[src/rtl/branch_commit_queue_pkg.sv]
// ============================================================================
// Module   : branch_commit_queue_pkg
// Brief    : Shared widths, queue depth and entry type for the branch queue.
// Revision : 1.0 - initial release
// ============================================================================
`default_nettype none

package branch_commit_queue_pkg;

    localparam int PATTERN_WIDTH  = 8;
    localparam int INST_MEM_WIDTH = 12;
    localparam int BQ_DEPTH       = 8;

    typedef struct packed {
        logic [PATTERN_WIDTH-1:0]  pattern;
        logic [1:0]                prediction;
        logic [INST_MEM_WIDTH-1:0] alt_addr;
    } bq_entry_t;

endpackage

`default_nettype wire

[src/rtl/branch_commit_queue_storage.sv]
// ============================================================================
// Module   : bq_storage
// Brief    : DEPTH x bq_entry_t distributed RAM, sync write, async read.
// Revision : 1.0 - initial release
// ============================================================================
`default_nettype none

module bq_storage
    import branch_commit_queue_pkg::*;
#(
    parameter int DEPTH     = BQ_DEPTH,
    parameter int PTR_WIDTH = $clog2(DEPTH)
) (
    input  logic                 clk,
    input  logic                 we,
    input  logic [PTR_WIDTH-1:0] wr_addr,
    input  bq_entry_t            wr_data,
    input  logic [PTR_WIDTH-1:0] rd_addr,
    output bq_entry_t            rd_data
);

    bq_entry_t mem [DEPTH];

    always_ff @(posedge clk) begin
        if (we) begin
            mem[wr_addr] <= wr_data;
        end
    end

    assign rd_data = mem[rd_addr];

endmodule

`default_nettype wire

[src/rtl/branch_commit_queue.sv]
// ============================================================================
// Module   : branch_commit_queue
// Brief    : In-order queue of in-flight branches; commits predictor updates
//            and flags mispredictions with the recovery address.
// Revision : 1.0 - initial release
// ============================================================================
`default_nettype none

module branch_commit_queue
    import branch_commit_queue_pkg::*;
#(
    parameter int DEPTH     = BQ_DEPTH,
    parameter int PTR_WIDTH = $clog2(DEPTH)
) (
    input  logic                      clk,
    input  logic                      reset,
    input  logic                      push,
    input  logic [PATTERN_WIDTH-1:0]  push_pattern,
    input  logic [1:0]                push_prediction,
    input  logic [INST_MEM_WIDTH-1:0] push_alt_addr,
    output logic                      full,
    output logic                      empty,
    output logic [PTR_WIDTH:0]        count,
    input  logic                      resolve,
    input  logic                      resolve_taken,
    output logic                      commit_b,
    output logic [PATTERN_WIDTH-1:0]  pattern_end,
    output logic [1:0]                prediction_end,
    output logic                      failure,
    output logic [INST_MEM_WIDTH-1:0] addr_on_failure
);

    localparam logic [PTR_WIDTH:0] FULL_COUNT = (PTR_WIDTH + 1)'(DEPTH);

    logic [PTR_WIDTH-1:0] rd_ptr;
    logic [PTR_WIDTH-1:0] wr_ptr;
    logic [PTR_WIDTH:0]   next_count;
    logic                 push_ok;
    logic                 resolve_ok;
    logic                 mispredict;
    bq_entry_t            wr_entry;
    bq_entry_t            rd_entry;

    assign push_ok    = push && !full;
    assign resolve_ok = resolve && !empty;
    assign mispredict = resolve_ok && (resolve_taken ^ rd_entry.prediction[1]);

    assign wr_entry.pattern    = push_pattern;
    assign wr_entry.prediction = push_prediction;
    assign wr_entry.alt_addr   = push_alt_addr;

    // A push coinciding with a mispredict is wrong-path and never written.
    bq_storage #(
        .DEPTH     (DEPTH),
        .PTR_WIDTH (PTR_WIDTH)
    ) u_storage (
        .clk     (clk),
        .we      (push_ok && !mispredict),
        .wr_addr (wr_ptr),
        .wr_data (wr_entry),
        .rd_addr (rd_ptr),
        .rd_data (rd_entry)
    );

    always_comb begin
        next_count = count;
        if (mispredict) begin
            next_count = '0;
        end else if (push_ok && !resolve_ok) begin
            next_count = count + 1'b1;
        end else if (resolve_ok && !push_ok) begin
            next_count = count - 1'b1;
        end
    end

    always_ff @(posedge clk) begin
        if (reset) begin
            rd_ptr          <= '0;
            wr_ptr          <= '0;
            count           <= '0;
            full            <= 1'b0;
            empty           <= 1'b1;
            commit_b        <= 1'b0;
            failure         <= 1'b0;
            pattern_end     <= '0;
            prediction_end  <= '0;
            addr_on_failure <= '0;
        end else begin
            count    <= next_count;
            full     <= (next_count == FULL_COUNT);
            empty    <= (next_count == '0);
            commit_b <= resolve_ok;
            failure  <= mispredict;

            if (mispredict) begin
                rd_ptr <= wr_ptr;
            end else begin
                if (push_ok) begin
                    wr_ptr <= wr_ptr + 1'b1;
                end
                if (resolve_ok) begin
                    rd_ptr <= rd_ptr + 1'b1;
                end
            end

            if (resolve_ok) begin
                pattern_end     <= rd_entry.pattern;
                prediction_end  <= rd_entry.prediction;
                addr_on_failure <= rd_entry.alt_addr;
            end
        end
    end

endmodule

`default_nettype wire
[config.mk]
export PLATFORM = sky130hd
export DESIGN_NAME = branch_commit_queue
export DESIGN_NICKNAME = d
export VERILOG_FILES = /design/src/rtl/branch_commit_queue_pkg.sv /design/src/rtl/branch_commit_queue_storage.sv /design/src/rtl/branch_commit_queue.sv
export SDC_FILE = /design/constraint.sdc
export NUM_CORES = 1
export LEC_CHECK = 0
export ABC_AREA = 1
export BUFFER_PORTS_ARGS = -buffer_cell sky130_fd_sc_hd__buf_4
export CORE_UTILIZATION = 55
export DETAILED_ROUTE_END_ITERATION = 12
export HOLD_SLACK_MARGIN = 0.03
export PLACE_DENSITY = 0.73
export SLEW_MARGIN = 20
export SYNTH_ARGS = -nofsm -noshare
export SYNTH_HDL_FRONTEND = slang
export SYNTH_HIERARCHICAL = 1
export SYNTH_SLANG_ARGS = --single-unit
export TNS_END_PERCENT = 1
[constraint.sdc]
create_clock -name clk -period 3.23 [get_ports clk]
set_input_delay 0.8075 -clock clk [delete_from_list [all_inputs] [get_ports clk]]
set_output_delay 0.8075 -clock clk [all_outputs]
set_load 0.1 [all_outputs]
==> results of run 1 <==
## power by group
group          switching, uW  internal, uW  leakage (uW)
Clock                    997          1300      0.000310
Combinational           1100           359       0.00268
Sequential              76.1          3120       0.00189
Total                   2170          4780       0.00489
## kinds of logic after synthesis
logic type,Yosys count
AOI/OAI and AO/OA,36
buffers and inverters,242
xor gates and xnor gates,1
DFF,212
adders and majority gates,4
and+or+nand+nor,491
## worst paths after layout
check,to,slack (ps)
hold / removal,pattern_end[7],480
hold reg to reg,pattern_end[7],480
setup reg to reg,u_storage/mem[5][6],610
setup / recovery,u_storage/mem[5][6],610
## registers in the layout, summed over array words and instances (netlist names)
register         count
full                 1
empty                1
prediction_end       2
rd_ptr               3
pattern_end          8
wr_ptr               3
commit_b             1
count                4
u_storage/mem      176
failure              1
addr_on_failure     12
## synthesized netlist by cell type (all sizes together)
library cell  count
nand3           101
nand4             1
a21oi             7
nand2           323
xnor2             1
edfxtp          176
nor3              1
dfxtp            36
buf              34
ha                4
o211ai            2
o221ai            1
clkbuf            6
o21bai            1
nor2             65
inv             202
o21ai            25
## through the flow
step	setup WS [ps]	total power, uW	hold slack (ps)	cell area [um^2]
2_1_floorplan	245	4320	473	9300
3_3_place_gp	683	4690	464	9960
3_5_place_dp	612	4700	473	9960
4_1_cts	593	6990	488	10600
5_1_grt	378	7220	508	10600
6_report	606	6950	479	10600
## worst reg2reg max path: cells and delay by family, from the launching register on
family        cells  cell delay [ps]
flops             1              360
buf+inv           3              610
simple gates     11             1360
## area by class of cell
cell class              instances  area, um^2  share of cell area [%]
clock inverters                 9        43.8                   0.413
flip-flops and latches        212        6010                    56.6
multi-input cells             532        2320                    21.9
inverters                     202         758                    7.15
repair buffers                 80         601                    5.66
well taps                     220         275                    2.60
clock buffers                  30         602                    5.67
## metal layers
metal | vias to the layer above | track usage [%] | share of wire, %
li1 | 3195 | - | -
met1 | 2989 | 34.8 | 44
met2 | 268 | 38.3 | 46
met3 | 29 | 3.84 | 8.6
met4 | 0 | 5.94 | 1.4
met5 | - | 0 | 0
==> qor.txt, run 1 <==
Worst r2r src - rd_ptr[0]
Initial Util - 56.3%
Worst-Skew Late Latency - 510 ps
Largest family of logic cells by synthesized area - simple AND/OR/NAND/NOR gates
Power Dens Cells - 655 nW/um^2
Antenna Diode Count - 0
Placer Congestion - 0.827
Commonest non-fill, non-tap cell in the layout - nand2_1
# resized after CTS - 0
Gate Count Post-Synth - 986
Cell count of the worst reg-to-reg path - 14
Pleak - 0.00489 uW
Placed wire-length estimate - 13400 um
DRC errors left - 0
Total gr overflow - 0
Slew headroom - 47.6%
Fraction of the mapped netlist area in compound gates - 2.18%
Worst Skew - 13.4 ps
Commonest non-fill, non-tap cells in the layout - nand2_1, inv_1, edfxtp_1
WP buf/inv - 3
Wirelength, routed - 20400 um
CTS Buffer Depth - 3
Fraction of layout cells with a size suffix above 1 - 13.1%
Worst EP required - 3450 ps
Fin crit share - 81.2%
Syn Std Cell Area - 9300 um^2
Critical Path End Type - flop
Post-synthesis xor/xnor area fraction - 0.0942%
Area delta synth->final - 14.0%
Simple-Gate Fraction of Synth Area - 21.9%
First-pass GRT wire length - 32100 um
First drt pass iteration count - 7
Library cell with the largest summed area after synthesis - edfxtp_1
Max Cap Violations - 0
Fillers - 1315
Crit path from - rd_ptr[0]
Overall Global Routing Usage - 24.1%
Worst hold path depth - 2
Worst path most repeated cell - nand2_1
# setup viols final - 0
Number of setup buffers added after CTS - 0
Syn_nets - 1017
Core area - 16500 um^2
I/O Pins - 57
Crit path launch type - flop
Crit Path Category - reg2reg
Worst hold start - pattern_end[7]
Final Max Tran Viols - 0
Post-route antenna net violation count - 0
VDD IR max - 0.449 mV
Final hold violation count - 0
Nets - 1081
Die width - 132 um
Post-synthesis sequential area ratio - 64.6%
Clock Sinks - 212
# hold bufs at CTS - 0
Count of input and output buffers - 56
Worst slew pin tran - 785 ps
CTS tree - yes
Placed instance count - 1246
CTS Root Cell - clkbuf_16
Crit. path cell count - 14
Netlist cell types - 29
Crit path max-delay family - simple AND/OR/NAND/NOR gates
TNS Setup - 0 ps
Crit path DAT - 2840 ps
Critical path's largest stage delay - 460 ps
Slowest stage cell, crit path - nor2_2
Adder-Cell Fraction of Synth Area - 0.538%
Die ar. - 17400 um^2
Largest net degree at the start of global routing - 71
Drt via density - 5.04
Finished Layout Cells - 1285
# rows - 47
Worst Path Max Fanout - 19
Hold Path Class - reg2reg
Vias in the first global route - 5991
Fmax - 0.381 GHz
Die height - 132 um
Post-synthesis mux area share - 0%
Crit path cell chain - inv_2, nand2_1, nand3_1, nand2_1, nand2_1, nand2_1, inv_1, nand2_1, nand2_2, nor2_2, nor2_2, nand2_1, nor2_2, buf_4
RSZ-0062 raised after global routing - false
Avg WL per Cell - 15.9 um
Yosys Warn Count - 6
Starting DRT DRC Count - 618
Reg clk slew, reported paths - 60 ps
Clock period minus worst slack - 2620 ps
Fin util - 64.2%
Synth area leaders - edfxtp_1, nand2_1, inv_1, dfxtp_1, nand3_1
Initial antenna violation count - 0
Via Count - 6481
CTS Buf Count - 22
Syn avg cell area - 9.43 um^2
Top cell type's share of synthesized area - 56.8%
Outcome - finished, final reports clean
H-tree levels - 1
Yosys reg bits - 212
No activity file was read; power rests on OpenSTA's default activity.
==> inputs of run 2 (changes only) <==
--- a/config.mk
+++ b/config.mk
@@ -5,12 +5,12 @@
 export SDC_FILE = /design/constraint.sdc
 export NUM_CORES = 1
 export LEC_CHECK = 0
-export ABC_AREA = 1
+export ABC_AREA = 0
 export BUFFER_PORTS_ARGS = -buffer_cell sky130_fd_sc_hd__buf_4
-export CORE_UTILIZATION = 55
+export CORE_UTILIZATION = 54
 export DETAILED_ROUTE_END_ITERATION = 12
 export HOLD_SLACK_MARGIN = 0.03
-export PLACE_DENSITY = 0.73
+export PLACE_DENSITY = 0.75
 export SLEW_MARGIN = 20
 export SYNTH_ARGS = -nofsm -noshare
 export SYNTH_HDL_FRONTEND = slang
==> constraint.sdc (replaced) <==
create_clock -name clk -period 2.36 [get_ports clk]
set_input_delay 0.59 -clock clk [delete_from_list [all_inputs] [get_ports clk]]
set_output_delay 0.59 -clock clk [all_outputs]
set_load 0.1 [all_outputs]
==> run 2 against run 1 <==
The flow now finishes with violations (setup timing). First-iteration DRC count shrank 57%. Worst hold slack lost 160 ps. Sequential power grew 39%. Largest power group unchanged.
==> qor.txt, run 2 <==
Outcome - finished with violations (was finished, final reports clean)
Failing checks - setup timing
Crit Path Category - reg2reg (unchanged)
Yosys Warn Count - 6 (unchanged)
Slew headroom - 68.7% (was 47.6%)
Die ar. - 15900 um^2 (was 17400 um^2)
# setup viols final - 44 (was 0)
Post-synthesis sequential area ratio - 72.1% (was 64.6%)
Initial Util - 55.0% (was 56.3%)
Nets - 571 (was 1081)
Top FF cell, synth - edfxtp_1 (unchanged)
Place WS - -97.4 ps (was 612 ps)
Library cell with the largest summed area after synthesis - edfxtp_1 (unchanged)
Pleak - 0.00347 uW (was 0.00489 uW)
Area delta synth->final - 21.8% (was 14.0%)
Die width - 126 um (was 132 um)
Initial antenna violation count - 0 (unchanged)
Final Max Tran Viols - 0 (unchanged)
Switching part of the total - 27.5% (was 31.2%)
Switch Pwr - 2820 uW (was 2170 uW)
Worst hold path depth - 1 (was 2)
Sequential Power Share - 43.2% (was 46.0%)
Met2 usage - 33.0% (was 38.3%)
Hold Path Class - in2reg (was reg2reg)
DRC errors left - 0 (unchanged)
Via Count - 4355 (was 6481)
# rows - 45 (was 47)
Vias in the first global route - 4388 (was 5991)
Clock period minus worst slack - 2430 ps (was 2620 ps)
Largest register FFs - 176 (unchanged)
Reg clk slew, reported paths - 60 ps (about the same)
H-tree levels - 1 (unchanged)
Drt via density - 5.86 (was 5.04)
Power Dens Cells - 1010 nW/um^2 (was 655 nW/um^2)
Post-route antenna net violation count - 0 (unchanged)
Netlist cell types - 45 (was 29)
CTS Buffer Depth - 3 (unchanged)
Post-synth top cells - edfxtp_1, nand2_1, mux4_1 (was nand2_1, inv_1, edfxtp_1)
VDD IR max - 0.636 mV (was 0.449 mV)
Max Cap Violations - 0 (unchanged)
Largest net degree at the start of global routing - 38 (was 71)
Placer Congestion - 0.754 (was 0.827)
Total gr overflow - 0 (unchanged)
Syn Std Cell Area - 8330 um^2 (was 9300 um^2)
Fin crit share - 103% (was 81.2%)
Syn_nets - 484 (was 1017)
Most Used Layer, Global Route - met2 (unchanged)
GRT met3 Usage - 3.57% (was 3.84%)
Commonest non-fill, non-tap cell in the layout - edfxtp_1 (was nand2_1)
Worst EP required - 2560 ps (was 3450 ps)
First-pass GRT wire length - 24600 um (was 32100 um)
Yosys reg bits - 212 (unchanged)
Total Power - 10200 uW (was 6950 uW)
Antenna Diode Count - 0 (unchanged)
Syn avg cell area - 18.4 um^2 (was 9.43 um^2)
CTS tree - yes (unchanged)
Fmax - 0.411 GHz (was 0.381 GHz)
Avg WL per Cell - 21.4 um (was 15.9 um)
Int Pwr - 7430 uW (was 4780 uW)
Fillers - 950 (was 1315)
Cell count of the worst reg-to-reg path - 7 (was 14)
Final WS setup - -70.2 ps (was 606 ps)
Placed wire-length estimate - 9550 um (was 13400 um)
Final hold slack - 320 ps (was 479 ps)
Worst Path Max Fanout - 17 (was 19)
Worst slew pin tran - 469 ps (was 785 ps)
Core area - 15100 um^2 (was 16500 um^2)
Crit path launch type - flop (unchanged)
Clk pwr share - 36.5% (was 33.1%)
Gate Count Post-Synth - 453 (was 986)
Logic pwr share - 20.3% (was 21.0%)
CTS Root Cell - clkbuf_16 (unchanged)
Worst Skew - 13.7 ps (was 13.4 ps)
CTS Buf Count - 22 (unchanged)
Post-synth ARST share - 0% (unchanged)
Fin util - 67.0% (was 64.2%)
Top cell type's share of synthesized area - 63.5% (was 56.8%)
Clock Sinks - 212 (unchanged)
Number of setup buffers added after CTS - 0 (unchanged)
Crit path DAT - 2630 ps (was 2840 ps)
Regs by FF count - u_storage/mem x176, addr_on_failure x12, pattern_end x8 (unchanged)
Fraction of layout cells with a size suffix above 1 - 30.5% (was 13.1%)
First drt pass iteration count - 5 (was 7)
Starting DRT DRC Count - 266 (was 618)
Final hold violation count - 0 (unchanged)
Worst-Skew Late Latency - 500 ps (was 510 ps)
I/O Pins - 57 (unchanged)
Wirelength, routed - 15900 um (was 20400 um)
Critical Path End Type - flop (unchanged)
Die height - 126 um (was 132 um)
EDFF count, synth - 176 (unchanged)
RSZ-0062 raised after global routing - true (was false)
Commonest non-fill, non-tap cells in the layout - edfxtp_1, buf_4, nand2_1 (was nand2_1, inv_1, edfxtp_1)
Met1 Resource Use GR - 29.3% (was 34.8%)
Synth area leaders - edfxtp_1, mux4_1, dfxtp_1, mux2_2, nand2_1 (was edfxtp_1, nand2_1, inv_1, dfxtp_1, nand3_1)
Count of input and output buffers - 56 (unchanged)
Overall Global Routing Usage - 20.5% (was 24.1%)
Most flop-heavy register - u_storage/mem (unchanged)
Most common cell in the netlist - edfxtp_1 (was nand2_1)
==> run 2: cell count changes after synthesis, sizes merged, moves of 4 or more <==
cell	previous run	this run
nand2	323	57
buf	34	13
o21ai	25	4
mux4	0	44
nand3	101	2
mux2	0	22
nor2	65	18
clkbuf	6	10
inv	202	2
a21oi	7	28
==> run 2: per-stage QoR <==
stage | instances | TNS (ps) | area, um^2
floorplan | 453 | -78670 | 8450
global placement | 704 | -2640 | 9350
detailed placement | 704 | -4920 | 9350
CTS | 743 | -3290 | 10100
global route | 743 | -10800 | 10100
finish | 743 | -2590 | 10100
==> run 2: per-layer routing <==
metal | part of all wire [%] | vias to the layer above | wire [um]
li1 | - | 1984 | -
met1 | 44 | 2209 | 6960
met2 | 49 | 140 | 7850
met3 | 5.1 | 22 | 805
met4 | 1.7 | 0 | 269
met5 | 0 | - | 0
==> run 2: final cells by class <==
cell class                 instances  area (um^2)  area share [%]
clock buffer                      28          614            6.05
clock inverter                    11          180            1.78
inverter                           3         12.5           0.123
multi-input combinational        215         2290            22.5
sequential                       212         6010            59.2
tap                              188          235            2.32
timing repair buffer              86          808            7.97
==> run 2: final timing paths <==
kind,start,end,slack (ps)
max,rd_ptr[0],u_storage/mem[4][20],-70
min,push_pattern[0],u_storage/mem[0][14],320
max reg2reg,rd_ptr[0],u_storage/mem[4][20],-70
min reg2reg,addr_on_failure[1],addr_on_failure[1],450
==> run 2: power by group through the flow <==
| stage | clock, uW | combinational [uW] | sequential (uW) |
|---|---|---|---|
| finish | 3740 | 2080 | 4430 |
| global placement | 0 | 2050 | 4490 |
| floorplan | 0 | 941 | 5100 |
| detailed placement | 0 | 2080 | 4500 |
| global route | 3930 | 2190 | 4450 |
| CTS | 3790 | 2090 | 4430 |
==> run 2: timing repair <==
item | in CTS | in global routing
hold buffers | 0 | 0
gates cloned | 0 | 0
pin swaps | 3 | 1
resized for setup | 1 | 0
setup endpoints to repair | 131 | 179
==> run 2: critical path: stages, from the launching register on <==
cell,delay (ps)
dfxtp_4,370
mux4_2,490
mux2_4,320
xor2_4,170
a21oi_4,220
nand2_4,130
nor3_4,240
buf_12,200
==> run 2: kinds of logic (layout without fill, tap and decap cells) <==
kind of cell,after synthesis,in the layout,share of synthesized area [%]
buf+inv,26,128,1.73
flops,212,212,72.1
fa+ha+maj,4,4,0.601
xor+xnor,5,5,0.616
mux,66,66,16.6
compound gates,44,44,3.14
simple gates,96,96,5.20
